===== src/rtl/axi_copy_dma.sv =====
// -----------------------------------------------------------------------------
// axi_copy_dma
//   Memory-to-memory copy engine. Software programs SRC, DST and LEN (in 32-bit
//   words), then writes CTRL.start. The engine copies the data as alternating
//   AXI4 INCR read and write bursts through a MAX_BURST-deep line buffer, with
//   only one transaction in flight at any time. Completion and errors are
//   reported in STATUS and on a level interrupt.
//
// Ports
//   aclk, aresetn          clock, synchronous active-low reset
//   reg_wen/addr/wdata     register write port (0x0 SRC, 0x4 DST, 0x8 LEN,
//                          0xC CTRL: bit0 start, bit1 clear)
//   reg_rdata              combinational readback; 0xC returns {err,done,busy}
//   irq                    level interrupt, done | err
//   m_ar*/m_r*             AXI4 read address / read data channels
//   m_aw*/m_w*/m_b*        AXI4 write address / write data / response channels
// -----------------------------------------------------------------------------
module axi_copy_dma #(
    parameter int ID_W      = 4,
    parameter int MAX_BURST = 16,
    parameter int DMA_ID    = 0
) (
    input  logic            aclk,
    input  logic            aresetn,

    input  logic            reg_wen,
    input  logic [3:0]      reg_addr,
    input  logic [31:0]     reg_wdata,
    output logic [31:0]     reg_rdata,
    output logic            irq,

    output logic [ID_W-1:0] m_arid,
    output logic [31:0]     m_araddr,
    output logic [7:0]      m_arlen,
    output logic [2:0]      m_arsize,
    output logic [1:0]      m_arburst,
    output logic            m_arvalid,
    input  logic            m_arready,

    input  logic [ID_W-1:0] m_rid,
    input  logic [31:0]     m_rdata,
    input  logic [1:0]      m_rresp,
    input  logic            m_rlast,
    input  logic            m_rvalid,
    output logic            m_rready,

    output logic [ID_W-1:0] m_awid,
    output logic [31:0]     m_awaddr,
    output logic [7:0]      m_awlen,
    output logic [2:0]      m_awsize,
    output logic [1:0]      m_awburst,
    output logic            m_awvalid,
    input  logic            m_awready,

    output logic [31:0]     m_wdata,
    output logic [3:0]      m_wstrb,
    output logic            m_wlast,
    output logic            m_wvalid,
    input  logic            m_wready,

    input  logic [ID_W-1:0] m_bid,
    input  logic [1:0]      m_bresp,
    input  logic            m_bvalid,
    output logic            m_bready
);

    localparam int IW = (MAX_BURST > 1) ? $clog2(MAX_BURST) : 1;
    localparam int BW = IW + 1;   // holds MAX_BURST itself

    typedef enum logic [2:0] {
        S_IDLE, S_AR, S_R, S_AW, S_W, S_B, S_DONE, S_ERR
    } state_t;

    state_t        state_q, state_d;
    logic [31:0]   src_q, src_d, dst_q, dst_d;
    logic [19:0]   len_q, len_d;
    logic          done_q, done_d, err_q, err_d;
    logic [31:0]   cur_src_q, cur_src_d, cur_dst_q, cur_dst_d;
    logic [19:0]   rem_q, rem_d;
    logic [BW-1:0] beats_q, beats_d;
    logic [BW-1:0] idx_q, idx_d;
    logic          rerr_q, rerr_d;
    logic [31:0]   line_q [MAX_BURST];

    logic          busy;
    logic          ctrl_wr, start_req, clear_req;

    assign busy      = (state_q != S_IDLE);
    assign ctrl_wr   = reg_wen && (reg_addr == 4'hC);
    assign start_req = ctrl_wr && reg_wdata[0];
    assign clear_req = ctrl_wr && reg_wdata[1];

    // Burst length: limited by the words left, the buffer depth and the
    // distance to the next 4 KB page on both the source and destination side.
    logic [12:0]   src_room, dst_room;
    logic [19:0]   beats_w;
    logic [BW-1:0] beats_c;

    always_comb begin
        src_room = 13'h1000 - {1'b0, cur_src_q[11:0]};
        dst_room = 13'h1000 - {1'b0, cur_dst_q[11:0]};
        beats_w  = rem_q;
        if (beats_w > 20'(MAX_BURST))         beats_w = 20'(MAX_BURST);
        if (beats_w > {9'd0, src_room[12:2]}) beats_w = {9'd0, src_room[12:2]};
        if (beats_w > {9'd0, dst_room[12:2]}) beats_w = {9'd0, dst_room[12:2]};
        beats_c = beats_w[BW-1:0];
    end

    // Fixed AXI attributes
    assign m_arid    = ID_W'(DMA_ID);
    assign m_awid    = ID_W'(DMA_ID);
    assign m_arsize  = 3'b010;
    assign m_awsize  = 3'b010;
    assign m_arburst = 2'b01;
    assign m_awburst = 2'b01;
    assign m_wstrb   = 4'hF;

    // Addresses and lengths come straight from registers that only move in
    // S_B, so they are stable for as long as the valids are held.
    assign m_araddr = cur_src_q;
    assign m_arlen  = 8'(beats_c) - 8'd1;
    assign m_awaddr = cur_dst_q;
    assign m_awlen  = 8'(beats_q) - 8'd1;
    assign m_wdata  = line_q[idx_q[IW-1:0]];
    assign m_wlast  = (idx_q == beats_q - BW'(1));

    assign irq = done_q | err_q;

    always_comb begin
        unique case (reg_addr)
            4'h0:    reg_rdata = src_q;
            4'h4:    reg_rdata = dst_q;
            4'h8:    reg_rdata = {12'd0, len_q};
            4'hC:    reg_rdata = {29'd0, err_q, done_q, busy};
            default: reg_rdata = 32'd0;
        endcase
    end

    always_comb begin
        state_d   = state_q;
        src_d     = src_q;
        dst_d     = dst_q;
        len_d     = len_q;
        done_d    = done_q;
        err_d     = err_q;
        cur_src_d = cur_src_q;
        cur_dst_d = cur_dst_q;
        rem_d     = rem_q;
        beats_d   = beats_q;
        idx_d     = idx_q;
        rerr_d    = rerr_q;
        m_arvalid = 1'b0;
        m_rready  = 1'b0;
        m_awvalid = 1'b0;
        m_wvalid  = 1'b0;
        m_bready  = 1'b0;

        // Clear is evaluated before start so a combined write restarts cleanly.
        if (clear_req) begin
            done_d = 1'b0;
            err_d  = 1'b0;
        end

        if (reg_wen && !busy) begin
            if (reg_addr == 4'h0) src_d = {reg_wdata[31:2], 2'b00};
            if (reg_addr == 4'h4) dst_d = {reg_wdata[31:2], 2'b00};
            if (reg_addr == 4'h8) len_d = reg_wdata[19:0];
        end

        unique case (state_q)
            S_IDLE: begin
                if (start_req) begin
                    if (len_q == 20'd0) begin
                        done_d = 1'b1;
                    end else begin
                        cur_src_d = src_q;
                        cur_dst_d = dst_q;
                        rem_d     = len_q;
                        state_d   = S_AR;
                    end
                end
            end
            S_AR: begin
                m_arvalid = 1'b1;
                if (m_arready) begin
                    beats_d = beats_c;
                    idx_d   = '0;
                    rerr_d  = 1'b0;
                    state_d = S_R;
                end
            end
            S_R: begin
                // An errored burst is still drained to rlast, then dropped.
                m_rready = 1'b1;
                if (m_rvalid) begin
                    idx_d = idx_q + BW'(1);
                    if (m_rresp != 2'b00) rerr_d = 1'b1;
                    if (m_rlast)
                        state_d = (rerr_q || m_rresp != 2'b00) ? S_ERR : S_AW;
                end
            end
            S_AW: begin
                m_awvalid = 1'b1;
                if (m_awready) begin
                    idx_d   = '0;
                    state_d = S_W;
                end
            end
            S_W: begin
                m_wvalid = 1'b1;
                if (m_wready) begin
                    idx_d = idx_q + BW'(1);
                    if (m_wlast) state_d = S_B;
                end
            end
            S_B: begin
                m_bready = 1'b1;
                if (m_bvalid) begin
                    if (m_bresp != 2'b00) begin
                        state_d = S_ERR;
                    end else begin
                        cur_src_d = cur_src_q + 32'({beats_q, 2'b00});
                        cur_dst_d = cur_dst_q + 32'({beats_q, 2'b00});
                        rem_d     = rem_q - 20'(beats_q);
                        state_d   = (rem_q == 20'(beats_q)) ? S_DONE : S_AR;
                    end
                end
            end
            S_DONE: begin
                done_d  = 1'b1;
                state_d = S_IDLE;
            end
            S_ERR: begin
                err_d   = 1'b1;
                state_d = S_IDLE;
            end
            default: state_d = S_IDLE;
        endcase
    end

    always_ff @(posedge aclk) begin
        if (!aresetn) begin
            state_q   <= S_IDLE;
            src_q     <= '0;
            dst_q     <= '0;
            len_q     <= '0;
            done_q    <= 1'b0;
            err_q     <= 1'b0;
            cur_src_q <= '0;
            cur_dst_q <= '0;
            rem_q     <= '0;
            beats_q   <= '0;
            idx_q     <= '0;
            rerr_q    <= 1'b0;
        end else begin
            state_q   <= state_d;
            src_q     <= src_d;
            dst_q     <= dst_d;
            len_q     <= len_d;
            done_q    <= done_d;
            err_q     <= err_d;
            cur_src_q <= cur_src_d;
            cur_dst_q <= cur_dst_d;
            rem_q     <= rem_d;
            beats_q   <= beats_d;
            idx_q     <= idx_d;
            rerr_q    <= rerr_d;
        end
    end

    // Line buffer holds data only; no reset needed.
    always_ff @(posedge aclk) begin
        if (state_q == S_R && m_rvalid)
            line_q[idx_q[IW-1:0]] <= m_rdata;
    end

    // IDs are ignored; the room low bits are always zero.
    logic unused_ok;
    assign unused_ok = ^{m_rid, m_bid, src_room[1:0], dst_room[1:0], beats_w[19:BW]};

endmodule


===== config.mk =====
export PLATFORM = sky130hd
export DESIGN_NAME = axi_copy_dma
export DESIGN_NICKNAME = d
export VERILOG_FILES = /design/src/rtl/axi_copy_dma.sv
export SDC_FILE = /design/constraint.sdc
export NUM_CORES = 1
export LEC_CHECK = 0
export BUFFER_PORTS_ARGS = -buffer_cell sky130_fd_sc_hd__buf_2
export CAP_MARGIN = 25
export CORE_MARGIN = 3
export CORE_UTILIZATION = 28
export DETAILED_ROUTE_END_ITERATION = 12
export GPL_TIMING_DRIVEN = 0
export MAX_ROUTING_LAYER = met4
export PLACE_DENSITY_LB_ADDON = 0.2
export RECOVER_POWER = 50
export SETUP_SLACK_MARGIN = 0.1
export SLEW_MARGIN = 20
export SYNTH_ARGS = -nofsm -noshare
export SYNTH_HDL_FRONTEND = slang
export SYNTH_SLANG_ARGS = --single-unit
export TNS_END_PERCENT = 10

===== constraint.sdc =====
create_clock -name aclk -period 7.1 [get_ports aclk]
set_clock_uncertainty 0.2 [all_clocks]
set_input_delay 0 -clock aclk [delete_from_list [all_inputs] [get_ports aclk]]
set_output_delay 0 -clock aclk [all_outputs]
set_load 0.03 [all_outputs]

-- After elaboration in Yosys (flattened, before gate mapping)
Memories as Yosys holds them, arrays and structs flattened. A register that Yosys moved wholly into a read port is not among the register bits.
Cells that the tools add are included.
Widths: inputs -> output; s select.
- add/sub/neg operators: 9
- order comparisons: 3
- equality and inequality tests: 23
- multiplexer cells: 56
- bitwise operators: 1
- reduce and logical (&&, ||, !) cells: 26
- operator list (cell ; count):
    $mux 32 ; 8
    $pmux 32 s2 ; 2
    $pmux 32 s4 ; 1
    $mux 20 ; 6
    $add 32x7->32 ; 2
    $gt 20x11->1 ; 2
    $pmux 20 s2 ; 1
    $mux 3 ; 12
    $sub 13x12->13 const A ; 2
    $mux 5 ; 5
    $ne 2x2->1 const B ; 11
    $pmux 3 s7 ; 1
    $eq 20x5->1 ; 1
    $gt 20x5->1 const B ; 1
    $logic_not 20->1 ; 1
    $pmux 5 s4 ; 1
    $sub 20x5->20 ; 1
    $mux 1 ; 15
    $eq 3x3->1 const B ; 4
    $sub 5x1->6 const B ; 2
    $reduce_and 5->1 ; 2
    $reduce_bool 2->1 ; 5
    $reduce_and 9->1 ; 1
    $eq 4x4->1 const B ; 2
    other kinds (19) ; 29
- bits in registers: 180
- bits in writable memories: 512
- input bits: 89
- output and inout port bits: 173
- logic and storage cells: 131
- memories kept: 1
- memories (memory ; depth ; width ; rd ports ; clocked after memory_dff ; write ports ; line ; text):
    line_q ; 16 ; 32 ; 1 ; 1 ; 1 ; 83 ; logic [31:0] line_q [MAX_BURST];

-- Depth between registers and ports, before layout
Gate-level depths: netlist of run 1.
- depth in word-level cells: 7
- gate-level depth with buffers: 22
- gate-level depth less buffers: 21

-- Worst setup path before layout of run 1
No wires, ideal clock.
- kind: register -> output
- start: register rem_q[15]
- end: output m_arlen[4]
- data arrival time: 5.394 ns
- data required time: 6.900 ns
- path slack: 1.506 ns
- stages on the path, launching flop included: 22
- path buffers: 1
- cells stage by stage: dfxtp_1 > or3_1 > or4_4 > nor4_4 > and2_2 > ha_1 > nor2b_1 > o211ai_1 > a211oi_1 > o31ai_1 > buf_2 > mux2i_1 > ha_1 > o21ai_0 > a21oi_1 > o21ai_0 > a21oi_1 > o21ai_2 > mux2_4 > ha_1 > nand3_1 > xor2_1
- cells in the longest elaborated chain, start to end: 7
- RTL lines (element ; line ; text):
    from (decl) ; 79 ; logic [19:0] rem_q, rem_d;
    from (signal assigned) ; 264 ; rem_q <= rem_d;
    $gt 20x5->1 ; 103 ; if (beats_w > 20'(MAX_BURST)) beats_w = 20'(MAX_BURST);
    $mux 20 (*) ; 103 ;
    $gt 20x11->1 ; 104 ; if (beats_w > {9'd0, src_room[12:2]}) beats_w = {9'd0, src_room[12:2]};
    $mux 20 (*) ; 104 ;
    $gt 20x11->1 ; 105 ; if (beats_w > {9'd0, dst_room[12:2]}) beats_w = {9'd0, dst_room[12:2]};
    $mux 5 (*) ; 105 ;
    $sub 5x1->6 (*) ; 121 ; assign m_arlen = 8'(beats_c) - 8'd1;
    to (decl) ; 34 ; output logic [7:0] m_arlen,
Mark *: on every way between the ends. The rest lies on a longest branch, timed or not.

-- Worst setup path in the final report of run 1
Same ends and word-level chain as after synthesis.

==> impl_summary.md, run 1 <==
Outcome
The flow ran to the end, and the final reports show no timing, DRC or antenna violations.

CTS
The number of buffers created by CTS is 78. The largest buffer count on any clock path is 3. The H-tree was split into 3 levels. After clock tree synthesis, the clock-pin slew on the worst setup and hold paths is about 0.050 ns.

Clock tree synthesis selected as its root buffer the cell clkbuf_16. Clock latency on the worst-skew pair, taken at its later pin, is around 0.64 ns. TritonCTS built the clock tree.

The sink count of the clock tree is about 690.

Setup path
The startpoint-to-endpoint class of the critical path is reg2out. The worst-path cell with the longest stage delay is or4_4. The worst setup path is launched from a register. The cell family contributing the most delay on the critical path is compound AO/OA/AOI/OAI gates. Data on the critical path arrives at its endpoint at around 6.4 ns. The dominant cell type by count on the critical path is ha_1. Together, buffers and inverters on the worst path number 3. The worst stage delay on the critical path is between 0.4 and 0.5 ns. The critical path goes through or3_1, or4_4, nor4_4, buf_4, and2_2, ha_1, nor2b_1, o211ai_1, a211oi_1, o31ai_1, buf_2, mux2i_1, ha_1, o21ai_0, a21oi_1, o21ai_0, a21oi_1, o21ai_4, mux2i_2, ha_1, nand3_1, xor2_1, buf_2.

In this run the worst path has a maximum fanout of 10. The worst setup path is captured at a primary output. The required time reported for the critical path endpoint is roughly 6.9 ns.

Power and ir drop
The cell area power density is between 200 and 300 nW/µm². The power consumption is 10.59 mW. The static leakage is 12.37 nW. The peak ir drop on the vdd network is 0.0001730 V.

Final layout
The final layout contains between 2,000 and 3,000 nets. The layout overhead on the synthesized area is 25.50%. In the final layout, the share of cells above drive strength 1 is 0.1895. With fillers left out, the area of the finished cells amounts to between 30,000 and 40,000 µm².

Detailed routing
The routed layout has 21,140 vias. The first routing iteration left ~2,000 violations. The remaining design rule violation count is 0.

Dividing the detail-routed via count by the number of cells gives 5.094. After detailed routing, the average wire length per cell comes to around 25 µm. Wires add up to about 100,000 µm. The number of search-and-repair iterations in the first detailed-routing pass is 5. Once detail routing completed, the nets flagged for antenna violations numbered 0.

Synth
In the post-synthesis netlist, the biggest area contributors are edfxtp_1 (51%), dfxtp_1 (12%), mux4_2 (12%). The mean area per synthesized cell is 13.72 µm². The cell type with the largest total area after synthesis is edfxtp_1. The fraction of post-synthesis cell area in the top cell type by area is 0.5137. The leading register cell type out of synthesis is edfxtp_1.

For this run, the register share of the synthesized area comes to 0.6341. Synthesis instantiated 77 different standard cells from the library. In this run the cell area of the synthesized design comes to between 20,000 and 30,000 µm².

The Yosys step of the flow raised 0 warnings. The post-synthesis sequential element count is between 600 and 700. Counting flops with an async set or reset pin after synthesis yields a share of 0. After technology mapping, the gate count stands at roughly 2,200. The number of enable-type register cells in the synthesized netlist is a little over 500.

Timing
The final-report hold violation count came to 0. The count of final max-slew check failures is 0. The total setup violations reported at the end of the flow is 0. Based on the critical path, the design can be clocked at up to between 150 and 200 MHz.

The clock period could shrink to around 6.6 ns. Setup repair after global routing left no endpoint under its margin. The final clock period utilization by the worst path is 0.9318. The headroom to the max-slew limit is 0.2690. For the pin with the worst max-slew slack, the measured transition is ~1.1 ns. Setup slack closes at between 0.4 and 0.5 ns.

Place
The congestion estimate from routability-driven global placement came to just over 0.9. Once placement finished, the instance area stood at 33,860 µm². Summed over all nets, the half-perimeter wirelength after detailed placement is approximately 75,000 µm. OpenSTA, run right after detailed placement, puts the worst setup slack at 0.8620 ns. The total of buffers placed on input and output ports is 226.

Floorplanning
The placement row count is around 120. The horizontal die dimension is about 330 µm. The placeable core area is approximately 110,000 µm². approximately 260 I/O pins were placed. The effective utilization at floorplan is 0.2831.

The floorplan step set the die height to between 300 and 400 µm. The die covers ~110,000 µm².

Run
The number of maximum-capacitance violations is 0.

Global route
The via count of the first global-routing pass was 21,290. The overall global routing resource usage is 0.1884. The leftover overflow at the end of global routing is 0. The global-route wire length before repair is about 150,000 µm. The number of antenna violations at the first check in global routing was 9.

The largest net degree at the start of global routing is 18.

Hold path
The kind of path behind the tightest hold check is in2reg.
-- worst register-to-register path: stages, from the launching register on --
cell and delay, ns:
dfxtp_1 0.34, or3_1 0.41, or4_4 0.47, nor4_4 0.22
buf_4 0.19, and2_2 0.16, ha_1 0.24, nor2b_1 0.14
o211ai_1 0.16, a211oi_1 0.10, o31ai_1 0.36, buf_2 0.32
mux2i_1 0.39, ha_1 0.32, o21ai_0 0.17, a21oi_1 0.06
o21ai_0 0.19, a21oi_1 0.14, o21ai_4 0.33, mux2i_2 0.42
nor2b_1 0.21, a211oi_2 0.06
-- cell usage in the layout (no fill, tap or decap), types with 12 or more instances in the layout --
cell type,n
buf_6,15
xor2_1,15
nor4_1,18
nand2_1,295
buf_16,18
nand3_1,41
buf_4,46
and2_1,12
o211ai_1,13
conb_1,32
buf_2,120
edfxtp_1,512
clkbuf_16,79
buf_1,15
a211oi_1,24
clkbuf_1,241
nor3_1,29
and3_1,22
a22o_1,15
dfxtp_1,180
xnor2_1,19
nor2_1,114
ha_1,47
inv_1,48
dlygate4sd3_1,118
a21oi_1,163
o21ai_0,63
clkinv_2,14
o22ai_1,12
o31ai_1,13
nor2_4,12
mux4_2,160
a22oi_1,32
-- metrics by stage --
stage	hold WS [ns]	util	cells	TNS [ns]
CTS	0.00002992	0.3559	4136	0
detailed placement	0.05971	0.3203	3878	0
global route	0.04208	0.3553	4149	0
global placement	0.05620	0.3113	3829	-80.26
finish	0.02773	0.3553	4149	0
floorplan	-0.1011	-	2212	0
-- registers in the layout, indices dropped and copies added, names as in the netlist, named ones only --
signal	flops
beats_q	5
done_q	1
dst_q	30
err_q	1
idx_q	5
len_q	20
line_q	512
m_araddr	30
m_awaddr	30
rem_q	20
rerr_q	1
src_q	30
state_q	3
-- final timing paths --
path,startpoint,to,slack (ns),depth (start not counted)
setup / recovery,rem_q[15],m_arlen[4],0.48,23
hold reg to reg,dst_q[24],dst_q[24],0.28,2
hold / removal,reg_wdata[24],src_q[24],0.03,4
setup reg to reg,rem_q[15],beats_q[3],1.34,21
-- repair_timing --
item | in CTS | in global routing
buffers inserted | 0 | 3
gates resized for setup | 0 | 4
hold endpoints to repair | 623 | 0
endpoints found under the setup margin | 0 | 7
hold buffers | 118 | 0
-- routing by layer --
metal	wire length, µm	track usage	up-vias
li1	-	-	9362
met5	0	-	-
met1	43740	0.2405	10820
met4	2735	0.05333	0
met2	48910	0.3015	796
met3	7568	0.04253	163
-- Yosys cell counts (9+ instances only) --
| cell type | instances |
|---|---|
| buf_1 | 21 |
| o221a_2 | 10 |
| a22o_1 | 15 |
| a21o_1 | 9 |
| xnor2_1 | 19 |
| nand2_1 | 295 |
| o21ai_0 | 63 |
| o31ai_1 | 13 |
| xor2_1 | 15 |
| nor4_1 | 19 |
| dfxtp_1 | 180 |
| edfxtp_1 | 512 |
| o22ai_1 | 12 |
| o21a_1 | 9 |
| mux4_2 | 160 |
| inv_1 | 47 |
| and3_1 | 22 |
| and2_1 | 12 |
| nor2b_1 | 11 |
| o21ai_1 | 10 |
| a211oi_1 | 24 |
| a21oi_1 | 163 |
| a22oi_1 | 32 |
| clkbuf_1 | 100 |
| buf_4 | 31 |
| nor3_1 | 33 |
| nand3_1 | 41 |
| nand4_1 | 9 |
| nor2_1 | 126 |
| ha_1 | 47 |
| a31oi_1 | 10 |
| o211ai_1 | 13 |
-- report_power, final --
part	switching (mW)	internal [mW]	total, mW
Sequential	0.0436	4.40	4.44
Clock	1.69	2.40	4.09
Combinational	1.17	0.886	2.06
-- area by class of cell --
cell class / instances / area [µm²]
Sequential cell: 692 / 18980
Clock inverter: 37 / 481.7
Timing Repair Buffer: 398 / 3034
Multi-Input combinational cell: 1312 / 10290
Buffer: 159 / 729.5
Tap cell: 1391 / 1740
Fill cell: 10330 / 68150
Clock buffer: 103 / 2097
Inverter: 49 / 183.9
Antenna cell: 8 / 20.02
-- cells by family (layout without fill, tap and decap cells) --
kind of cell / after synthesis / count (layout) / share of synthesized area
mux: 171 / 171 / 0.1250
xor+xnor: 34 / 34 / 0.009950
simple gates: 601 / 601 / 0.08905
buf+inv: 208 / 746 / 0.03027
fa+ha+maj: 50 / 50 / 0.02166
other cells: 2 / 40 / 0.0002509
compound gates: 424 / 424 / 0.08967
flops: 692 / 692 / 0.6341
Power figures use the tool's default switching activity.
==> inputs of run 2 (changes only) <==
- clock period: 7.1 -> 5.8 ns (I/O delays scaled with it)
==> impl_summary.md, run 2 (synthesis gave the netlist of run 1 again) <==
Setup path
The required time reported for the critical path endpoint is 5.60 ns (-1.30 ns). The arrival time at the worst endpoint was 5.63 ns (-0.79 ns). The reg-to-reg setup timing slack is 0.50 ns (-0.84 ns). The maximum fanout count along the critical path is 5 (-5).

The critical path is of the reg2out type. The worst setup path is captured at a primary output. The startpoint class of the critical path is a register.

Timing
The final clock period utilization by the worst path is 1.004. The final-report hold violation count is 0 (unchanged). The smallest clock period supported by the final layout is computed as between 5 and 6 ns.

The smallest setup slack after layout is -0.02525 ns (-0.5091 ns). The final hold slack is 0.02739 ns (-0.0003452 ns). The total setup violations reported at the end of the flow came to 2 (+2). The headroom to the max-slew limit came to 0.2892 (+0.02014).

Setup repair after global routing could not meet its margin everywhere. Timing would allow up to roughly 170 MHz. The transition time of the tightest slew-check pin is 1.066 ns (-0.02363 ns). The count of final max-slew check failures came to 0 (unchanged). The final setup TNS was -0.03220 ns (-0.03220 ns).

CTS
The library cell used as clock root buffer is clkbuf_16. The H-tree depth is 3 (unchanged). TritonCTS built the clock tree. The clock latency at the later pin of the worst-skew pair is 0.64 ns (about the same).

The sink count of the clock tree is 692 (unchanged). The clock slew seen by the registers of the worst setup and hold paths is 0.05 ns (about the same). The number of buffers created by CTS is 78 (unchanged). The largest buffer count on any clock path is 3 (unchanged).

Final layout
The fill cell instance count of the final layout is 10,290 (-0.43%). The library cells used most frequently in the layout, excluding fill and tap cells, are edfxtp_1 (512), nand2_1 (292), clkbuf_1 (236). The layout overhead on the synthesized area is 27.01%.

The total number of nets in the final design was 2,844 (+0.53%). The layout cell share with drive strength beyond 1 is 0.2090 (+0.01959). The area occupied by multi-input gates is 10,560 µm² (+2.6%). Leaving out fill and tap cells, the most frequent cell in the layout is edfxtp_1. The post-route cell area is 38,010 µm² (+1.2%). The register cell area after layout is 18,980 µm² (about the same). The filler-free cell count of the finished design was 4,165 (+0.39%). The flip-flop count of the largest register, all copies and words added is 512 (unchanged).

Floorplanning
The placeable core area was 105,700 µm² (unchanged). The overall die area was 110,800 µm² (unchanged). The horizontal die dimension is 332.9 µm (unchanged). The top-level I/O count was 262 (unchanged). The die extent in y was 332.9 µm (unchanged).

The effective utilization at floorplan came to 0.2831 (unchanged). The placement row count is 119 (unchanged).

Place
The final RePlAce weighted congestion is 0.9121 (unchanged). The final HPWL from detailed placement was 74,860 µm (unchanged). The instance area at placement is 33,860 µm² (unchanged).

The worst setup timing slack at the placement stage was -0.4380 ns (-1.300 ns). The number of placed instances, taps included came to 3,878 (unchanged). The total of buffers placed on input and output ports is 226 (unchanged).

Global route
The leftover overflow at the end of global routing was 0 (unchanged). The global-route wire length before repair is 149,600 µm (+0.50%). The overall global routing resource usage was 0.1892 (+0.0008032). The largest net degree at the start of global routing is 18 (unchanged). The via count of the first global-routing pass was 21,440 (+0.72%). The number of antenna violations at the first check in global routing is 9 (unchanged).

Power and ir drop
The cell area power density came to 344.0 nW/µm² (+22%). The internal power is 9.471 mW (+23%). The clock network fraction of design power is 0.383 (-0.003). The share of total power in sequential cells is 0.416 (-0.003). The peak ir drop on the vdd network is 0.0002127 V (+23%). The switching component of the power is 3.604 mW (+24%). The relative contribution of combinational cells to total power is 0.201 (+0.006). The static leakage is 12.56 nW (+1.5%). The switching share of total power came to 0.2757 (+0.0006438).

Detailed routing
The total wire length was 103,600 µm (+0.67%). The number of DRC violations after detailed-routing iteration 0 came to 1,829 (-7.3%). The remaining design rule violation count came to 0 (unchanged). The routed length per instance is 24.88 µm (+0.28%). The detailed-route via count came to 21,170 (+0.16%). The average via count per standard cell is 5.083 (-0.23%).

The number of nets with antenna violations after routing is 0 (unchanged). The number of search-and-repair iterations in the first detailed-routing pass came to 6 (+1).

Outcome
The checks that failed: setup timing. The run finished, with violations left.

Run
The number of maximum-capacitance violations is 0 (unchanged).

Hold path
The kind of path behind the tightest hold check is in2reg.
run 2: final timing paths:
check                      from          to  depth (start not counted)
setup reg to reg      rem_q[17]  beats_q[3]                         25
hold / removal    reg_wdata[24]   dst_q[24]                          4
setup / recovery      rem_q[17]  m_arlen[4]                         24
hold reg to reg       dst_q[24]   dst_q[24]                          2
run 2: layout make-up:
cell class / instances / area share
Tap cell: 1391 / 0.04579
Clock buffer: 103 / 0.05517
Buffer: 159 / 0.01939
Sequential cell: 692 / 0.4994
Timing Repair Buffer: 413 / 0.08443
Antenna cell: 9 / 0.0005925
Inverter: 49 / 0.004839
Clock inverter: 37 / 0.01267
Multi-Input combinational cell: 1312 / 0.2777
run 2: critical path, cell delays in order (launching register included):
cell and delay [ns]:
dfxtp_2 0.32, or3_4 0.38, or4_4 0.46, nor4_4 0.26
buf_4 0.22, buf_6 0.10, nand2_4 0.05, ha_4 0.26
nand4_1 0.10, or3_4 0.40, o31ai_4 0.08, buf_6 0.18
mux2_4 0.33, ha_4 0.27, nand2b_1 0.06, a21oi_2 0.14
o21ai_2 0.08, a21oi_2 0.18, o21ai_4 0.07, buf_12 0.15
mux2_4 0.34, ha_4 0.18, nand3_2 0.06, xor2_1 0.15
buf_4 0.18
run 2: power groups by stage:
stage	clock, mW	sequential, mW	combinational [mW]
after floorplan	0	5.53	1.63
after global placement	0	5.55	2.37
after detailed placement	0	5.54	2.47
after CTS	5.12	5.43	2.66
after global routing	5.31	5.44	2.82
final	5.01	5.44	2.63
run 2: per-stage QoR:
| step | total power [mW] | utilization |
|---|---|---|
| 3_3_place_gp | 7.918 | 0.3113 |
| 4_1_cts | 13.21 | 0.3598 |
| 2_1_floorplan | 7.159 | - |
| 5_1_grt | 13.57 | 0.3595 |
| 6_report | 13.07 | 0.3596 |
| 3_5_place_dp | 8.005 | 0.3203 |
run 2: repair_timing:
action,CTS,global route
buffers inserted,18,0
hold buffers,118,0
endpoints found under the setup margin,13,8
hold endpoints to repair,623,0
pin swaps,21,11
resized for setup,55,16
run 2: per-layer routing:
metal  track usage  vias up  part of all wire
li1              -     9388                 -
met5             -        -                 0
met1        0.2407    10750              0.42
met2        0.3032      830              0.47
met3       0.04265      197             0.077
met4       0.05474        0             0.029
